$ cat src/rtl/cpu_pkg.sv
// Shared CPU types: register numbers, the zero register and per-op control fields.
// Latency: n/a (types and constants only).
// Backpressure: n/a.
package cpu_pkg;

  localparam int CPU_NUM_REGS = 32;
  localparam int CPU_AW       = $clog2(CPU_NUM_REGS);

  typedef logic [CPU_AW-1:0] reg_addr_t;

  // Highest register number is hardwired to zero.
  localparam reg_addr_t XZR = reg_addr_t'(CPU_NUM_REGS - 1);

  // Control fields carried alongside the resolved operands.
  typedef struct packed {
    reg_addr_t rd;
    logic      writes_rd;
    logic      is_load;
  } op_ctrl_t;

endpackage

$ cat src/rtl/operand_bypass.sv
// Resolves one source operand: zero reg / unused, then MEM forward, then WB bypass, then RF.
// Latency: purely combinational.
// Backpressure: none; the caller decides when the result is captured.
module operand_bypass #(
  parameter int REG_WIDTH = 64,
  parameter int AW        = 5,
  parameter logic [AW-1:0] ZERO_REG = '1
) (
  input  logic [AW-1:0]        reg_num,
  input  logic                 uses,
  input  logic [REG_WIDTH-1:0] rf_data,
  input  logic                 mem_fwd_valid,
  input  logic [AW-1:0]        mem_fwd_reg,
  input  logic [REG_WIDTH-1:0] mem_fwd_data,
  input  logic                 wb_write,
  input  logic [AW-1:0]        wb_reg,
  input  logic [REG_WIDTH-1:0] wb_data,
  output logic [REG_WIDTH-1:0] value
);

  // Priority mux: the youngest producer wins; the zero register overrides everything.
  always_comb begin
    value = rf_data;
    if (!uses || reg_num == ZERO_REG) begin
      value = '0;
    end else if (mem_fwd_valid && mem_fwd_reg == reg_num) begin
      value = mem_fwd_data;
    end else if (wb_write && wb_reg == reg_num) begin
      value = wb_data;
    end
  end

endmodule

$ cat src/rtl/operand_stage.sv
// Operand stage: resolves both source operands and holds them in a valid/ready register.
// Latency: one cycle from input capture to out_valid.
// Backpressure: in_ready drops when the held op is not taken, on a load-use hazard, or on flush.
module operand_stage
  import cpu_pkg::*;
#(
  parameter int REG_WIDTH  = 64,
  parameter int NUM_REGS   = 32,   // must match CPU_NUM_REGS in cpu_pkg
  parameter int LOAD_STALL = 1     // 1..3
) (
  input  logic                        clk,
  input  logic                        reset,
  input  logic                        flush,
  input  logic                        in_valid,
  output logic                        in_ready,
  input  logic [$clog2(NUM_REGS)-1:0] in_rn,
  input  logic [$clog2(NUM_REGS)-1:0] in_rm,
  input  logic [$clog2(NUM_REGS)-1:0] in_rd,
  input  logic                        in_uses_rn,
  input  logic                        in_uses_rm,
  input  logic                        in_writes_rd,
  input  logic                        in_is_load,
  output logic [$clog2(NUM_REGS)-1:0] rf_read_reg1,
  output logic [$clog2(NUM_REGS)-1:0] rf_read_reg2,
  input  logic [REG_WIDTH-1:0]        rf_read_data1,
  input  logic [REG_WIDTH-1:0]        rf_read_data2,
  input  logic                        mem_fwd_valid,
  input  logic [$clog2(NUM_REGS)-1:0] mem_fwd_reg,
  input  logic [REG_WIDTH-1:0]        mem_fwd_data,
  input  logic                        wb_write,
  input  logic [$clog2(NUM_REGS)-1:0] wb_reg,
  input  logic [REG_WIDTH-1:0]        wb_data,
  output logic                        out_valid,
  input  logic                        out_ready,
  output logic [REG_WIDTH-1:0]        out_op_a,
  output logic [REG_WIDTH-1:0]        out_op_b,
  output logic [$clog2(NUM_REGS)-1:0] out_rd,
  output logic                        out_writes_rd,
  output logic                        out_is_load
);

  localparam int AW = $clog2(NUM_REGS);
  localparam logic [AW-1:0] ZERO_REG = AW'(NUM_REGS - 1);

  logic [REG_WIDTH-1:0] res_a;
  logic [REG_WIDTH-1:0] res_b;
  op_ctrl_t             ctrl_q;
  logic [1:0]           load_cnt;
  reg_addr_t            load_rd;
  logic                 hazard;
  logic                 capture;
  logic                 out_hs;
  logic                 load_done;

  assign rf_read_reg1 = in_rn;
  assign rf_read_reg2 = in_rm;

  operand_bypass #(.REG_WIDTH(REG_WIDTH), .AW(AW), .ZERO_REG(ZERO_REG)) u_bypass_a (
    .reg_num(in_rn), .uses(in_uses_rn), .rf_data(rf_read_data1),
    .mem_fwd_valid(mem_fwd_valid), .mem_fwd_reg(mem_fwd_reg), .mem_fwd_data(mem_fwd_data),
    .wb_write(wb_write), .wb_reg(wb_reg), .wb_data(wb_data),
    .value(res_a)
  );

  operand_bypass #(.REG_WIDTH(REG_WIDTH), .AW(AW), .ZERO_REG(ZERO_REG)) u_bypass_b (
    .reg_num(in_rm), .uses(in_uses_rm), .rf_data(rf_read_data2),
    .mem_fwd_valid(mem_fwd_valid), .mem_fwd_reg(mem_fwd_reg), .mem_fwd_data(mem_fwd_data),
    .wb_write(wb_write), .wb_reg(wb_reg), .wb_data(wb_data),
    .value(res_b)
  );

  // Hazard only looks at the already-tracked load; a load leaving this very cycle
  // is ordered downstream and starts tracking next cycle.
  assign hazard = (load_cnt != 2'd0) &&
                  ((in_uses_rn && in_rn == load_rd) || (in_uses_rm && in_rm == load_rd));

  assign in_ready  = (!out_valid || out_ready) && !hazard && !flush;
  assign capture   = in_valid && in_ready;
  assign out_hs    = out_valid && out_ready;
  assign load_done = out_hs && ctrl_q.is_load && ctrl_q.writes_rd && (ctrl_q.rd != ZERO_REG);

  assign out_rd        = ctrl_q.rd;
  assign out_writes_rd = ctrl_q.writes_rd;
  assign out_is_load   = ctrl_q.is_load;

  // Pipeline register: capture resolved operands, hold while stalled, bubble on drain.
  always_ff @(posedge clk or negedge reset) begin
    if (!reset) begin
      out_valid <= 1'b0;
      out_op_a  <= '0;
      out_op_b  <= '0;
      ctrl_q    <= '0;
    end else if (flush) begin
      out_valid <= 1'b0;
    end else if (capture) begin
      out_valid        <= 1'b1;
      out_op_a         <= res_a;
      out_op_b         <= res_b;
      ctrl_q.rd        <= in_rd;
      ctrl_q.writes_rd <= in_writes_rd;
      ctrl_q.is_load   <= in_is_load;
    end else if (out_hs) begin
      out_valid <= 1'b0;
    end
  end

  // Load tracking: arm on a load leaving the stage, count down the stall window.
  always_ff @(posedge clk or negedge reset) begin
    if (!reset) begin
      load_cnt <= 2'd0;
      load_rd  <= '0;
    end else if (flush) begin
      load_cnt <= 2'd0;
    end else if (load_done) begin
      load_cnt <= 2'(LOAD_STALL);
      load_rd  <= ctrl_q.rd;
    end else if (load_cnt != 2'd0) begin
      load_cnt <= load_cnt - 2'd1;
    end
  end

endmodule

$ cat config.mk
export PLATFORM = sky130hd
export DESIGN_NAME = operand_stage
export DESIGN_NICKNAME = d
export VERILOG_FILES = /design/src/rtl/cpu_pkg.sv /design/src/rtl/operand_bypass.sv /design/src/rtl/operand_stage.sv
export SDC_FILE = /design/constraint.sdc
export NUM_CORES = 1
export LEC_CHECK = 0
export CAP_MARGIN = 20
export CORE_ASPECT_RATIO = 0.9
export CORE_MARGIN = 1.5
export CORE_UTILIZATION = 28
export CTS_CLUSTER_DIAMETER = 60
export DETAILED_ROUTE_END_ITERATION = 6
export GPL_ROUTABILITY_DRIVEN = 1
export GPL_TIMING_DRIVEN = 1
export PLACE_DENSITY = 0.59
export SETUP_SLACK_MARGIN = 0.2
export SKIP_CTS_REPAIR_TIMING = 1
export SYNTH_ARGS = -nofsm -noshare
export SYNTH_HDL_FRONTEND = slang
export SYNTH_SLANG_ARGS = --single-unit
$ cat constraint.sdc
create_clock -name clk -period 2.05 [get_ports clk]
set_input_delay 0.41 -clock clk [delete_from_list [all_inputs] [get_ports clk]]
set_output_delay 0.41 -clock clk [all_outputs]
set_load 0.02 [all_outputs]
==> key figures, run 1 <==
CTS
  – Clock tree from TritonCTS: done
  – Clock sink total: 143
  – H-tree level count: 4
  – Maximum buffer depth of the clock tree: 2
  – Clock Latency Late Sink: 0.43 ns
  – Number of buffers inserted during clock tree synthesis: 17
  – Clock Tree Root: sky130_fd_sc_hd__clkbuf_16
  – Clock-pin slew reported for the worst setup and hold paths after clock tree synthesis: 0.06 ns

Routing
  – Total DRC errors in the routed layout: 0
  – Average detailed-routed wire length per instance: 26.0 microns
  – Total length of routed wires: 49.9 mm
  – Vias after detailed routing: 10,600
  – Ratio of routed vias to standard cells: 5.53
  – Length of the first detailed-routing pass in iterations: 5
  – Initial DRC Count: 744
  – DRT antenna net count: 0

Power and ir drop
  – Clock Power Share: 0.309
  – Relative contribution of sequential cells to total power: 0.317
  – Internal power: 7.71 mW
  – Standby leakage power: 8.61 nW
  – Peak VDD IR: 519 uV
  – Fraction of power spent switching nets: 0.322
  – P_sw: 3.67 mW
  – Share of total power in combinational logic: 0.374
  – Power density cells: 657 mW/mm^2

Global routing
  – Antenna violations before repair: 4
  – Highest-utilization routing layer at the global route stage: met2
  – Met2 usage: 0.445
  – Global routing usage on met3: 0.0654
  – Overall global routing resource usage: 0.262
  – Largest net degree at the start of global routing: 48
  – Number of global-route vias before repair: 10,100
  – Met1 Use GR: 0.329
  – Wire length of the first global-routing pass: 63.8 mm
  – Overall overflow remaining after global route: 0

Worst setup path
  – Critical path endpoint category: primary output
  – FF-to-FF path depth: 11
  – Setup slack on the worst flop-to-flop path: -0.07 ns
  – Reg2reg end: out_op_b[17]
  – Crit-path cells: xnor2_1 -> nand4_1 -> o22ai_1 -> nor3_1 -> buf_2
  – CP Buf/Inv Count: 1
  – Crit-path leading delay family: flip-flops
  – CP Class: reg2out
  – Category of the worst setup path launch point: flop
  – Worst endpoint required time: 1.64 ns
  – Critical Path Slowest Stage Cell: sky130_fd_sc_hd__dfrtp_1
  – Reg-to-reg critical path startpoint: load_cnt[0]
  – Crit path max fanout: 3
  – Slowest stage delay, CP: 0.43 ns
  – Data arrival, critical path: 1.73 ns

Logic synthesis
  – Synthesized instance count: 969
  – Post-synthesis share of cell area spent on and, or, nand and nor gates: 0.183
  – Number of distinct standard cells referenced by the synthesized netlist: 40
  – Ys async rst share: 1.00
  – Post-synth net total: 1,262
  – Netlist area before placement: 0.00878 sq mm
  – Leading cell types by count after synthesis: 143 x sky130_fd_sc_hd__dfrtp_1, 97 x sky130_fd_sc_hd__nand2b_1, 92 x sky130_fd_sc_hd__a32o_1
  – Share of synthesized area spent on multiplexers: 0.0154
  – Number of enable flip-flop cells after synthesis: 0
  – Mean instance size in the synthesized netlist: 9.06 sq um
  – Cell taking the most area after synthesis: sky130_fd_sc_hd__dfrtp_1
  – Area share of xor/xnor cells in the synthesized design: 0.0249
  – Synthesized-area fraction occupied by adder cells: 0.00143
  – Sequential share of the synthesized area: 0.408
  – Biggest area contributors in the synthesized netlist: sky130_fd_sc_hd__dfrtp_1 41%, sky130_fd_sc_hd__a32o_1 10%, sky130_fd_sc_hd__nand2b_1 6.9%, sky130_fd_sc_hd__a211o_1 5.4%, sky130_fd_sc_hd__nor3_1 3.9%
  – Dominant combinational cell family by area after synthesis: compound AO/OA/AOI/OAI gates
  – Area fraction in compound gates after synthesis: 0.287
  – Synth top area share: 0.408
  – Count of warnings emitted by yosys: 0
  – Primary FF master, synth: sky130_fd_sc_hd__dfrtp_1
  – Register bit total from synthesis: 143
  – Most frequently used cell type in the post-synthesis netlist: sky130_fd_sc_hd__dfrtp_1

Floorplan
  – Die width: 190 microns
  – Placeable core area: 0.0309 sq mm
  – Height of the die: 171 microns
  – Full die area: 0.0324 sq mm
  – Total I/O pin count: 439
  – Row count: 61
  – Initial core utilization: 0.284

Place
  – # port buffers: 438
  – Final GP Congestion: 0.915
  – Half-perimeter wire length after detailed placement: 31.9 mm
  – Placed instance area: 0.0145 sq mm

Run status
  – Violations in the final reports: negative setup slack
  – Outcome: complete, but fails checks

STA
  – Worst Tran Pin Value: 0.508 ns
  – Final-report hold violation count: 0
  – Relative slew slack: 0.658
  – Worst Clk Skew: 0.0140 ns
  – Least setup slack across all paths after layout: -0.0860 ns
  – Setup total negative slack: -2.06 ns
  – Max Slew Vio Count: 0
  – Portion of the clock cycle consumed by the worst path in the final layout: 1.04
  – Total setup violations reported at the end of the flow: 55
  – Peak clock frequency supported by timing: 468 MHz
  – RSZ-0062 raised after global routing: yes
  – Fin crit period: 2.14 ns

Cells and area
  – Syn-to-layout area delta: 97.2%
  – Share of final-layout standard cells stronger than drive strength 1: 0.213
  – Number of filler instances in the final layout: 2,712
  – Final layout net count: 1,785
  – Share of the core filled with cells: 0.560
  – Finished Cell Area: 0.0173 sq mm

Run
  – Number of maximum-capacitance violations: 0

Worst hold path
  – Path type of the worst min-delay path: in2async
metal layers:
| layer | vias to the layer above | share of wire | routed length [microns] |
|---|---|---|---|
| li1 | 4685 | - | - |
| met1 | 5342 | 0.41 | 20600 |
| met2 | 526 | 0.49 | 24200 |
| met3 | 51 | 0.085 | 4230 |
| met4 | 0 | 0.017 | 848 |
| met5 | - | 0 | 0 |
through the flow:
| step | hold WS [ns] | power (mW) | std cells | worst slack (ns) |
|---|---|---|---|---|
| 6_report | 0.463 | 11.4 | 1918 | -0.0860 |
| 5_1_grt | 0.464 | 11.8 | 1917 | -0.155 |
| 4_1_cts | -0.119 | 10.8 | 1857 | -0.626 |
| 3_5_place_dp | 0.346 | 7.29 | 1825 | -0.720 |
| 3_3_place_gp | 0.350 | 7.26 | 1825 | -0.668 |
| 2_1_floorplan | 0.114 | 5.13 | 969 | 0.165 |
worst max path at each step:
stage | startpoint | end | slack, ns | cells after the start
5_1_grt | load_rd[3] | in_ready | -0.16 | 5
3_3_place_gp | in_rn[0] | out_op_a[41] | -0.67 | 7
2_1_floorplan | wb_reg[3] | out_op_b[36] | 0.17 | 8
3_5_place_dp | in_rn[0] | out_op_a[16] | -0.72 | 7
4_1_cts | in_rn[0] | in_ready | -0.63 | 6
6_report | load_rd[0] | in_ready | -0.09 | 5
power groups by stage:
stage / Clock [mW] / Combinational, mW / Sequential, mW
floorplan: 0 / 1.09 / 4.04
global placement: 0 / 3.66 / 3.60
detailed placement: 0 / 3.68 / 3.62
CTS: 3.58 / 3.69 / 3.57
global route: 3.70 / 4.46 / 3.65
finish: 3.52 / 4.26 / 3.60
area by class of cell:
type / count / area (sq um) / share of cell area
clock buffer: 22 / 484 / 0.0280
multi-input combinational: 661 / 5290 / 0.305
sequential: 143 / 3580 / 0.207
inverter: 59 / 221 / 0.0128
timing repair buffer: 610 / 7060 / 0.408
antenna: 4 / 10.0 / 0.000578
tap: 409 / 512 / 0.0296
clock inverter: 10 / 158 / 0.00911
flip-flops by register name, summed over array words and instances (netlist names):
signal,cells
load_rd,5
out_op_b,64
out_op_a,64
out_is_load,1
out_rd,5
out_writes_rd,1
load_cnt,2
out_valid,1
cell usage in the layout (no fill, tap or decap), types with 19 or more instances in the layout:
cell type	count
sky130_fd_sc_hd__buf_12	40
sky130_fd_sc_hd__dfrtp_1	141
sky130_fd_sc_hd__buf_4	77
sky130_fd_sc_hd__buf_6	19
sky130_fd_sc_hd__clkbuf_16	41
sky130_fd_sc_hd__a211o_1	54
sky130_fd_sc_hd__o21ai_0	39
sky130_fd_sc_hd__nand2b_1	97
sky130_fd_sc_hd__nor3_1	68
sky130_fd_sc_hd__nand3_1	24
sky130_fd_sc_hd__clkdlybuf4s50_1	313
sky130_fd_sc_hd__nor2_1	51
sky130_fd_sc_hd__o211ai_1	38
sky130_fd_sc_hd__o31ai_4	20
sky130_fd_sc_hd__inv_1	57
sky130_fd_sc_hd__nand2_4	19
sky130_fd_sc_hd__a32o_1	92
sky130_fd_sc_hd__dlymetal6s2s_1	123
logic make-up after synthesis:
family                   Yosys count
buffers and inverters            169
AO/OA/AOI/OAI                    308
adder cells (fa/ha/maj)            1
XOR/XNOR                          25
AND/OR/NAND/NOR                  311
multiplexers                      12
flip-flops                       143
(Power assumes the default switching activity.)
==> inputs of run 2 (changes only) <==
--- a/config.mk
+++ b/config.mk
@@ -6,14 +6,13 @@
 export NUM_CORES = 1
 export LEC_CHECK = 0
 export CAP_MARGIN = 20
-export CORE_ASPECT_RATIO = 0.9
-export CORE_MARGIN = 1.5
-export CORE_UTILIZATION = 28
+export CORE_AREA = 2 2 172 174
 export CTS_CLUSTER_DIAMETER = 60
 export DETAILED_ROUTE_END_ITERATION = 6
+export DIE_AREA = 0 0 174 176
 export GPL_ROUTABILITY_DRIVEN = 1
 export GPL_TIMING_DRIVEN = 1
-export PLACE_DENSITY = 0.59
+export PLACE_DENSITY = 0.63
 export SETUP_SLACK_MARGIN = 0.2
 export SKIP_CTS_REPAIR_TIMING = 1
 export SYNTH_ARGS = -nofsm -noshare
==> run 2 against run 1 <==
Compared with the run above:
- setup slack better by 0.11 ns
- die area is 5.6% lower
- total power down 3.6%
- largest power group unchanged
- register-to-register slack gained 0.10 ns
- the run now ends clean
- clock power rose by 1%
- clock-buffer cell count is 3 lower
==> key figures, run 2 (synthesis results as in run 1) <==
Power and ir drop
  – Post-layout total power: 11.0 mW
  – Standby leakage power: 7.15 nW
  – Peak VDD IR: 527 uV
  – Power density cells: 692 mW/mm^2

Cells and area
  – Number of filler instances in the final layout: 2,596
  – Finished Cell Area: 0.0158 sq mm
  – Final layout net count: 1,735
  – Biggest registers after layout: out_op_a x64, out_op_b x64
  – Area of all sequential standard cells: 0.00358 sq mm
  – Commonest non-fill, non-tap cell in the layout: sky130_fd_sc_hd__clkdlybuf4s50_1
  – Commonest cells after routing, fill and taps aside: 368 x sky130_fd_sc_hd__clkdlybuf4s50_1, 142 x sky130_fd_sc_hd__dfrtp_1, 97 x sky130_fd_sc_hd__nand2b_1
  – Syn-to-layout area delta: 80.4%
  – Share of final-layout standard cells stronger than drive strength 1: 0.160
  – Final Instance Count excl. Fillers: 1,842
  – Total area of multi-input combinational cells: 0.00484 sq mm
  – Share of the core filled with cells: 0.555

Worst setup path
  – Worst endpoint required time: 1.64 ns
  – Crit path max fanout: 3
  – Data arrival, critical path: 1.62 ns
  – Category of the worst setup path launch point: flop
  – CP Class: reg2out
  – Critical path endpoint category: primary output

Place
  – Final GP Congestion: 0.895
  – # port buffers: 438
  – Placed instance area: 0.0144 sq mm
  – Count of placed standard cells including taps: 1,777
  – Half-perimeter wire length after detailed placement: 31.3 mm

Global routing
  – Overall global routing resource usage: 0.275
  – Largest net degree at the start of global routing: 51
  – Number of global-route vias before repair: 10,200
  – Wire length of the first global-routing pass: 64.1 mm
  – Antenna violations before repair: 6
  – Overall overflow remaining after global route: 0

STA
  – Worst Tran Pin Value: 0.428 ns
  – Peak clock frequency supported by timing: 493 MHz
  – Hold Slack: 0.447 ns
  – RSZ-0062 raised after global routing: yes
  – Fin crit period: 2.03 ns
  – Total setup violations reported at the end of the flow: 0
  – Max Slew Vio Count: 0
  – Worst Clk Skew: 0.0148 ns
  – Portion of the clock cycle consumed by the worst path in the final layout: 0.989
  – Relative slew slack: 0.713
  – Final-report hold violation count: 0

Routing
  – Average detailed-routed wire length per instance: 24.9 microns
  – Initial DRC Count: 835
  – Total DRC errors in the routed layout: 0
  – DRT antenna net count: 0
  – Length of the first detailed-routing pass in iterations: 7
  – Total length of routed wires: 45.8 mm
  – Vias after detailed routing: 10,400
  – Ratio of routed vias to standard cells: 5.63

CTS
  – Clock Tree Root: sky130_fd_sc_hd__clkbuf_16
  – Number of buffers inserted during clock tree synthesis: 17
  – Clock-pin slew reported for the worst setup and hold paths after clock tree synthesis: 0.07 ns
  – Clock Latency Late Sink: 0.43 ns
  – H-tree level count: 4
  – Clock tree from TritonCTS: done
  – Clock sink total: 143
  – Maximum buffer depth of the clock tree: 2

Floorplan
  – Placeable core area: 0.0285 sq mm
  – Total I/O pin count: 439
  – Full die area: 0.0306 sq mm
  – Height of the die: 176 microns
  – Die width: 174 microns
  – Initial core utilization: 0.308
  – Row count: 62

Worst hold path
  – Path type of the worst min-delay path: in2async

Run status
  – Outcome: finished clean

Run
  – Number of maximum-capacitance violations: 0
run 2: cell types whose count changed in the layout (fill, tap and decap cells not counted), moves of 15 or more:
cell                              delta
sky130_fd_sc_hd__o31ai_4            -19
sky130_fd_sc_hd__dlymetal6s2s_1     -60
sky130_fd_sc_hd__clkdlybuf4s50_1    +55
sky130_fd_sc_hd__nand2_4            -19
sky130_fd_sc_hd__nand2_1            +29
sky130_fd_sc_hd__o31ai_1            +15
run 2: cell type report:
class,instances,area share
flip-flops and latches,143,0.226
multi-input cells,659,0.306
repair buffers,562,0.383
inverters,59,0.0140
clock inverters,12,0.0130
diodes,4,0.000632
clock buffers,19,0.0273
well taps,384,0.0303
run 2: power by group:
part           switching [mW]  internal (mW)
Combinational            1.82           2.02
Clock                    1.39           2.17
Sequential              0.298           3.26
run 2: final timing paths:
check                        startpoint      endpoint  slack, ns  cells after the start
hold / removal                    reset  out_op_a[60]       0.45                      2
setup reg to reg            load_cnt[1]  out_op_a[40]       0.03                      9
min in group clk           out_op_a[46]  out_op_a[46]       0.48                      2
setup / recovery            load_cnt[1]      in_ready       0.02                      6
hold reg to reg            out_op_a[46]  out_op_a[46]       0.48                      2
max in group asynchronous         reset  out_op_b[20]       0.93                      3
run 2: per-stage QoR:
stage               setup TNS (ns)  setup slack, ns
detailed placement          -78.84           -0.702
floorplan                        0            0.165
CTS                         -17.56           -0.585
global route                -0.805          -0.0417
global placement            -75.64           -0.687
finish                           0           0.0225
run 2: per-layer routing:
| layer | vias up | global-route usage | share of wire |
|---|---|---|---|
| met3 | 77 | 0.0674 | 0.095 |
| met4 | 0 | 0.113 | 0.036 |
| met5 | - | 0 | 0 |
| met2 | 617 | 0.457 | 0.48 |
| met1 | 5112 | 0.343 | 0.39 |
| li1 | 4557 | - | - |
run 2: worst max-delay path, cell delays in order, from the launching register on:
cell	delay, ns
sky130_fd_sc_hd__dfrtp_1	0.39
sky130_fd_sc_hd__inv_2	0.05
sky130_fd_sc_hd__ha_2	0.18
sky130_fd_sc_hd__nand3b_1	0.14
sky130_fd_sc_hd__o22ai_2	0.10
sky130_fd_sc_hd__nor3_1	0.14
sky130_fd_sc_hd__buf_2	0.19
